==> config.mk <==
export PLATFORM = sky130hd
export DESIGN_NAME = pcm_to_i2s
export DESIGN_NICKNAME = d
export VERILOG_FILES = /design/src/rtl/pcm_to_i2s.sv
export SDC_FILE = /design/constraint.sdc
export NUM_CORES = 1
export LEC_CHECK = 0
export CAP_MARGIN = 0
export CORE_ASPECT_RATIO = 1.75
export CORE_MARGIN = 4
export CORE_UTILIZATION = 25
export CTS_CLUSTER_SIZE = 30
export DETAILED_ROUTE_END_ITERATION = 10
export DONT_BUFFER_PORTS = 1
export GPL_ROUTABILITY_DRIVEN = 0
export HOLD_SLACK_MARGIN = 0.05
export PLACE_DENSITY = 0.5
export SYNTH_ARGS = -nofsm -noshare
export SYNTH_HDL_FRONTEND = slang
export SYNTH_SLANG_ARGS = --single-unit
export TNS_END_PERCENT = 50
==> constraint.sdc <==
create_clock -name clk -period 3.25 [get_ports clk]
set_input_delay 0.325 -clock clk [delete_from_list [all_inputs] [get_ports clk]]
set_output_delay 0.325 -clock clk [all_outputs]
set_load 0.02 [all_outputs]
==> src/rtl/pcm_to_i2s.sv <==
// I2S transmitter: buffers one left/right PCM pair and serialises it MSB-first
// with a one-bit delay after each word-select edge and zero padding to slot end.
module pcm_to_i2s #(
  parameter int NUMBER_OF_BITS = 8,
  parameter int SLOT_BITS      = 16
) (
  input  logic                      clk,
  input  logic                      reset,
  input  logic                      enable,
  input  logic [NUMBER_OF_BITS-1:0] in_left,
  input  logic [NUMBER_OF_BITS-1:0] in_right,
  input  logic                      in_valid,
  output logic                      in_ready,
  output logic                      ws,
  output logic                      data_out,
  output logic                      underrun
);

  localparam int CW = (SLOT_BITS > 1) ? $clog2(SLOT_BITS) : 1;
  localparam logic [CW-1:0] CNT_LAST = CW'(SLOT_BITS - 1);
  localparam logic [CW-1:0] CNT_NB   = CW'(NUMBER_OF_BITS);

  if (SLOT_BITS < NUMBER_OF_BITS + 1) begin : g_bad_slot
    $error("pcm_to_i2s: SLOT_BITS must be at least NUMBER_OF_BITS + 1");
  end

  typedef enum logic {IDLE, RUN} state_t;

  state_t                    state_q, state_d;
  logic [CW-1:0]             cnt_q, cnt_d;
  logic                      ws_q, ws_d;
  logic                      data_q, data_d;
  logic                      urun_q, urun_d;
  logic [NUMBER_OF_BITS-1:0] buf_l_q, buf_l_d;
  logic [NUMBER_OF_BITS-1:0] buf_r_q, buf_r_d;
  logic                      buf_full_q, buf_full_d;
  logic [NUMBER_OF_BITS-1:0] sh_l_q, sh_l_d;
  logic [NUMBER_OF_BITS-1:0] sh_r_q, sh_r_d;
  logic                      accept;
  logic                      frame_start;

  assign in_ready = !buf_full_q;
  assign ws       = ws_q;
  assign data_out = data_q;
  assign underrun = urun_q;

  always_ff @(posedge clk or posedge reset) begin
    if (reset) begin
      state_q    <= IDLE;
      cnt_q      <= '0;
      ws_q       <= 1'b0;
      data_q     <= 1'b0;
      urun_q     <= 1'b0;
      buf_l_q    <= '0;
      buf_r_q    <= '0;
      buf_full_q <= 1'b0;
      sh_l_q     <= '0;
      sh_r_q     <= '0;
    end else begin
      state_q    <= state_d;
      cnt_q      <= cnt_d;
      ws_q       <= ws_d;
      data_q     <= data_d;
      urun_q     <= urun_d;
      buf_l_q    <= buf_l_d;
      buf_r_q    <= buf_r_d;
      buf_full_q <= buf_full_d;
      sh_l_q     <= sh_l_d;
      sh_r_q     <= sh_r_d;
    end
  end

  always_comb begin
    state_d    = state_q;
    cnt_d      = cnt_q;
    ws_d       = ws_q;
    data_d     = 1'b0;
    urun_d     = 1'b0;
    buf_l_d    = buf_l_q;
    buf_r_d    = buf_r_q;
    buf_full_d = buf_full_q;
    sh_l_d     = sh_l_q;
    sh_r_d     = sh_r_q;

    accept      = in_valid && !buf_full_q;
    frame_start = enable && ((state_q == IDLE) || (ws_q && (cnt_q == CNT_LAST)));

    if (frame_start) begin
      state_d = RUN;
      cnt_d   = '0;
      ws_d    = 1'b0;
      if (buf_full_q) begin
        sh_l_d     = buf_l_q;
        sh_r_d     = buf_r_q;
        buf_full_d = 1'b0;
      end else begin
        sh_l_d = '0;
        sh_r_d = '0;
        urun_d = 1'b1;
      end
    end else if (state_q == RUN) begin
      if (cnt_q == CNT_LAST) begin
        cnt_d = '0;
        if (ws_q) begin
          state_d = IDLE;
          ws_d    = 1'b0;
        end else begin
          ws_d = 1'b1;
        end
      end else begin
        cnt_d = cnt_q + CW'(1);
      end
      // Data is driven from the next slot position so the MSB lands one cycle after the ws edge.
      if ((state_d == RUN) && (cnt_d != '0) && (cnt_d <= CNT_NB)) begin
        if (ws_d) begin
          data_d = sh_r_q[NUMBER_OF_BITS-1];
          sh_r_d = sh_r_q << 1;
        end else begin
          data_d = sh_l_q[NUMBER_OF_BITS-1];
          sh_l_d = sh_l_q << 1;
        end
      end
    end

    // Accept never collides with the load at a frame start: both require opposite buffer states.
    if (accept) begin
      buf_l_d    = in_left;
      buf_r_d    = in_right;
      buf_full_d = 1'b1;
    end
  end

endmodule

==> impl_metrics.csv <==
group,metric,value,unit
status,outcome,"complete, no violations",
power,seq_power_share,42.2,%
worst_setup_path,rr_startpoint,"cnt_q[0]$_DFFE_PP0P_",
cells_and_area,final_nets,193,
worst_setup_path,crit_top_cell,"ha_1",
logic_synthesis,synth_top_area_share,51.35,%
worst_setup_path,critPathKind,"reg -> reg",
power,p_leak,0.9580,nW
global_route,grt_max_degree,25,
logic_synthesis,syn-num-nets,191,
worst_setup_path,reg2reg_depth,7,
power,combinationalPowerShare,36.0,%
clocking,root_buffer,"clkbuf_16",
floorplanning,dieArea,9543,um2
timing,hold_viol,0,
clocking,ctsHtreeMaxLevel,2,
logic_synthesis,syn_avg_cell_area,11.82,um2
timing,rsz0062_at_grt,"false",
power,power_density,961.7,nW/um2
power,p_clk_share,21.9,%
worst_setup_path,worstPathCellList,"ha_1, and3_1, ha_1, nand2b_1, and2_1, nor3_4, mux2_4",
power,net-switching-power,0.0007637,W
clocking,cts_sinks,41,
timing,tightestPinTransition,0.9051,ns
cells_and_area,syn2layout_area_growth,12.02,%
worst_setup_path,arrival,2.76,ns
route,final_antenna_net_count,0,
clocking,postCtsSetupBuffers,0,
worst_setup_path,required,3.42,ns
floorplanning,fp-row-count,42,
cells_and_area,drive_gt1_share,20.93,%
hold_path,hold_class,"in -> async",
placed_design,dp_worst_setup_slack,0.6837,ns
placed_design,dp_cells,252,
global_route,grt_pass1_vias,1453,
logic_synthesis,ys_ff_latch,41,
timing,slew_headroom,39.59,%
route,routed_wirelength,4.261,mm
clocking,path_clk_slew,0.06,ns
floorplanning,design.core.area,7672,um2
cells_and_area,nFillCells,821,
route,dr.pass1.iters,4,
global_route,grt_pass1_wl,7.300,mm
worst_setup_path,r2r_end,"sh_l_q[1]$_DFFE_PP0P_",
floorplanning,die_width,75.58,um
logic_synthesis,synth_area,1998,um2
route,drcViolationCount,0,
clocking,post_cts_resize_count,0,
worst_setup_path,slowest_delay,0.50,ns
timing,setup_viol,0,
logic_synthesis,synth_seq_area_share,51.35,%
logic_synthesis,yosysWarnings,0,
floorplanning,start_util,26.04,%
floorplanning,dieHeight,126.3,um
timing,fmax,386.1,MHz
worst_setup_path,crit_path_end_kind,"register",
power,switching_share,35.48,%
clocking,cts_tree,"done",
clocking,hold_buffers,0,
placed_design,dp_hpwl,3.185,mm
worst_setup_path,ff2ff_setup_slack,0.66,ns
logic_synthesis,synthDistinctLibCells,41,
route,drt_iter0_drc,22,
clocking,cts_made_buffers,5,
cells_and_area,stdcell_count,260,
run,max_cap_viol_count,0,
placed_design,port_buffers,0,
timing,fin_worst_skew,0.005101,ns
clocking,clockBufferDepth,2,
timing,period_share,79.69,%
route,num_vias,1309,
timing,period_minus_slack,2.590,ns
worst_setup_path,cp_slowest_cell,"nor3_4",
cells_and_area,final_cell_area,2238,um2
worst_setup_path,cp_max_fo,10,
placed_design,place_area,2102,um2
route,via_per_inst,5.035,
global_route,antenna_found_initial,0,
timing,finalMaxSlewViolations,0,
global_route,grt.overflow.total,0,
global_route,grt_usage,10.07,%
logic_synthesis,synth_area_leaders,"dfrtp_1 51%, mux2_2 9.0%, mux2i_1 3.5%",
worst_setup_path,worstSetupStartpointType,"register",
timing,setup_ws,0.6600,ns
cells_and_area,diodes,0,
cells_and_area,regArea,1026,um2
worst_setup_path,crit_start,"cnt_q[0]$_DFFE_PP0P_",
clocking,clk_latency,0.28,ns
floorplanning,io_pins,24,
power,fin_total_pwr,0.002153,W
route,wl_per_cell,16.39,um
power,intPower,0.001389,W
logic_synthesis,synth_top_area_cell,"dfrtp_1",
logic_synthesis,syn_inst,169,
cells_and_area,multi_input_area,905.9,um2
power,ir_worst_vdd,0.4420,mV
timing,setup_tns,0,ns
-- layer usage --
layer,vias to the layer above,wire length [um],GRT usage (%)
met5,-,0,0
met4,0,119,5.561
met3,6,99,1.994
met2,26,2317,16.86
met1,656,1725,11.51
li1,621,-,-
-- per-stage QoR --
| step | hold slack (ns) | utilization, % |
|---|---|---|
| 2_1_floorplan | 0.4619 | - |
| 3_3_place_gp | 0.4380 | 27.40 |
| 3_5_place_dp | 0.4400 | 27.40 |
| 4_1_cts | 0.1412 | 29.17 |
| 5_1_grt | 0.1607 | 29.17 |
| 6_report | 0.1270 | 29.17 |
-- cells by family after synthesis --
logic type	after synthesis	share of synthesized area (%)
xor+xnor	1	0.4384
flops	41	51.35
compound gates	42	17.97
buf+inv	16	3.319
simple gates	40	10.14
mux	27	15.53
fa+ha+maj	2	1.252
-- layout by cell type (no fill, tap or decap), drive strengths merged, types with 2 or more instances in the layout --
master   count
a2111oi      3
a21boi       7
a21o         2
a21oi        3
a221o        3
a22oi        2
a31oi        3
a32o         2
and3         5
buf          5
clkbuf       8
dfrtp       41
ha           2
inv          6
mux2        20
mux2i        7
nand2       16
nand2b       3
nand3        3
nor2         6
nor3         3
o211ai       4
o21ai        6
o31ai        2
-- Yosys cell counts --
master and number:
a22oi_1 2, a21o_1 2, o21bai_2 1, buf_2 1, and3_1 5, nand2_1 16, buf_1 2, nor2_1 6
a2111oi_2 1, a21oi_1 3, nand3_1 3, dfrtp_1 41, a31oi_1 3, nor3_4 1, mux2_4 4, nor2b_1 1
a211o_1 1, nor3_1 2, mux2_2 16, buf_4 1, nand3b_1 1, mux2i_1 7, o31ai_1 2, clkbuf_1 5
nand2b_2 1, a221o_1 3, and2_1 1, a21boi_0 7, a32o_1 2, inv_1 6, o21ai_0 6, xor2_1 1
nand4_1 1, a22o_1 1, nand2b_1 2, clkbuf_2 1, ha_1 2, o211ai_1 4, a2111oi_4 2, a2111o_1 1
a211oi_1 1
-- worst max-delay path by stage --
stage / endpoint / slack, ns / depth (start not counted)
2_1_floorplan: sh_l_q[1]$_DFFE_PP0P_ / 0.89 / 8
3_3_place_gp: sh_l_q[7]$_DFFE_PP0P_ / 0.74 / 7
3_5_place_dp: sh_l_q[3]$_DFFE_PP0P_ / 0.68 / 7
4_1_cts: sh_l_q[1]$_DFFE_PP0P_ / 0.66 / 7
5_1_grt: sh_l_q[3]$_DFFE_PP0P_ / 0.51 / 7
6_report: sh_l_q[1]$_DFFE_PP0P_ / 0.66 / 7
-- power groups by stage --
stage	logic, W	clock network, W	registers [W]
2_1_floorplan	0.000710	0	0.000819
3_3_place_gp	0.000773	0	0.000917
3_5_place_dp	0.000783	0	0.000918
4_1_cts	0.000783	0.000492	0.000911
5_1_grt	0.000865	0.000509	0.000941
6_report	0.000774	0.000471	0.000908
-- critical path: cells and delay by family, from the launching register on --
| kind | cells | cell delay (ns) |
|---|---|---|
| flops | 1 | 0.46 |
| mux | 1 | 0.34 |
| fa+ha+maj | 2 | 0.48 |
| simple gates | 4 | 1.19 |
-- area by class of cell --
cell class / count / share of cell area (%)
flip-flops and latches: 41 / 45.84
well taps: 88 / 4.919
repair buffers: 5 / 1.677
multi-input cells: 112 / 40.47
inverters: 6 / 1.006
clock buffers: 8 / 6.093
-- state kept, by name, summed over array words and instances, names as in the netlist --
register,count
sh_l_q,8
buf_l_q,8
state_q,1
cnt_q,4
data_out,1
sh_r_q,8
underrun,1
buf_full_q,1
ws,1
buf_r_q,8
No activity file was read; power rests on OpenSTA's default activity.
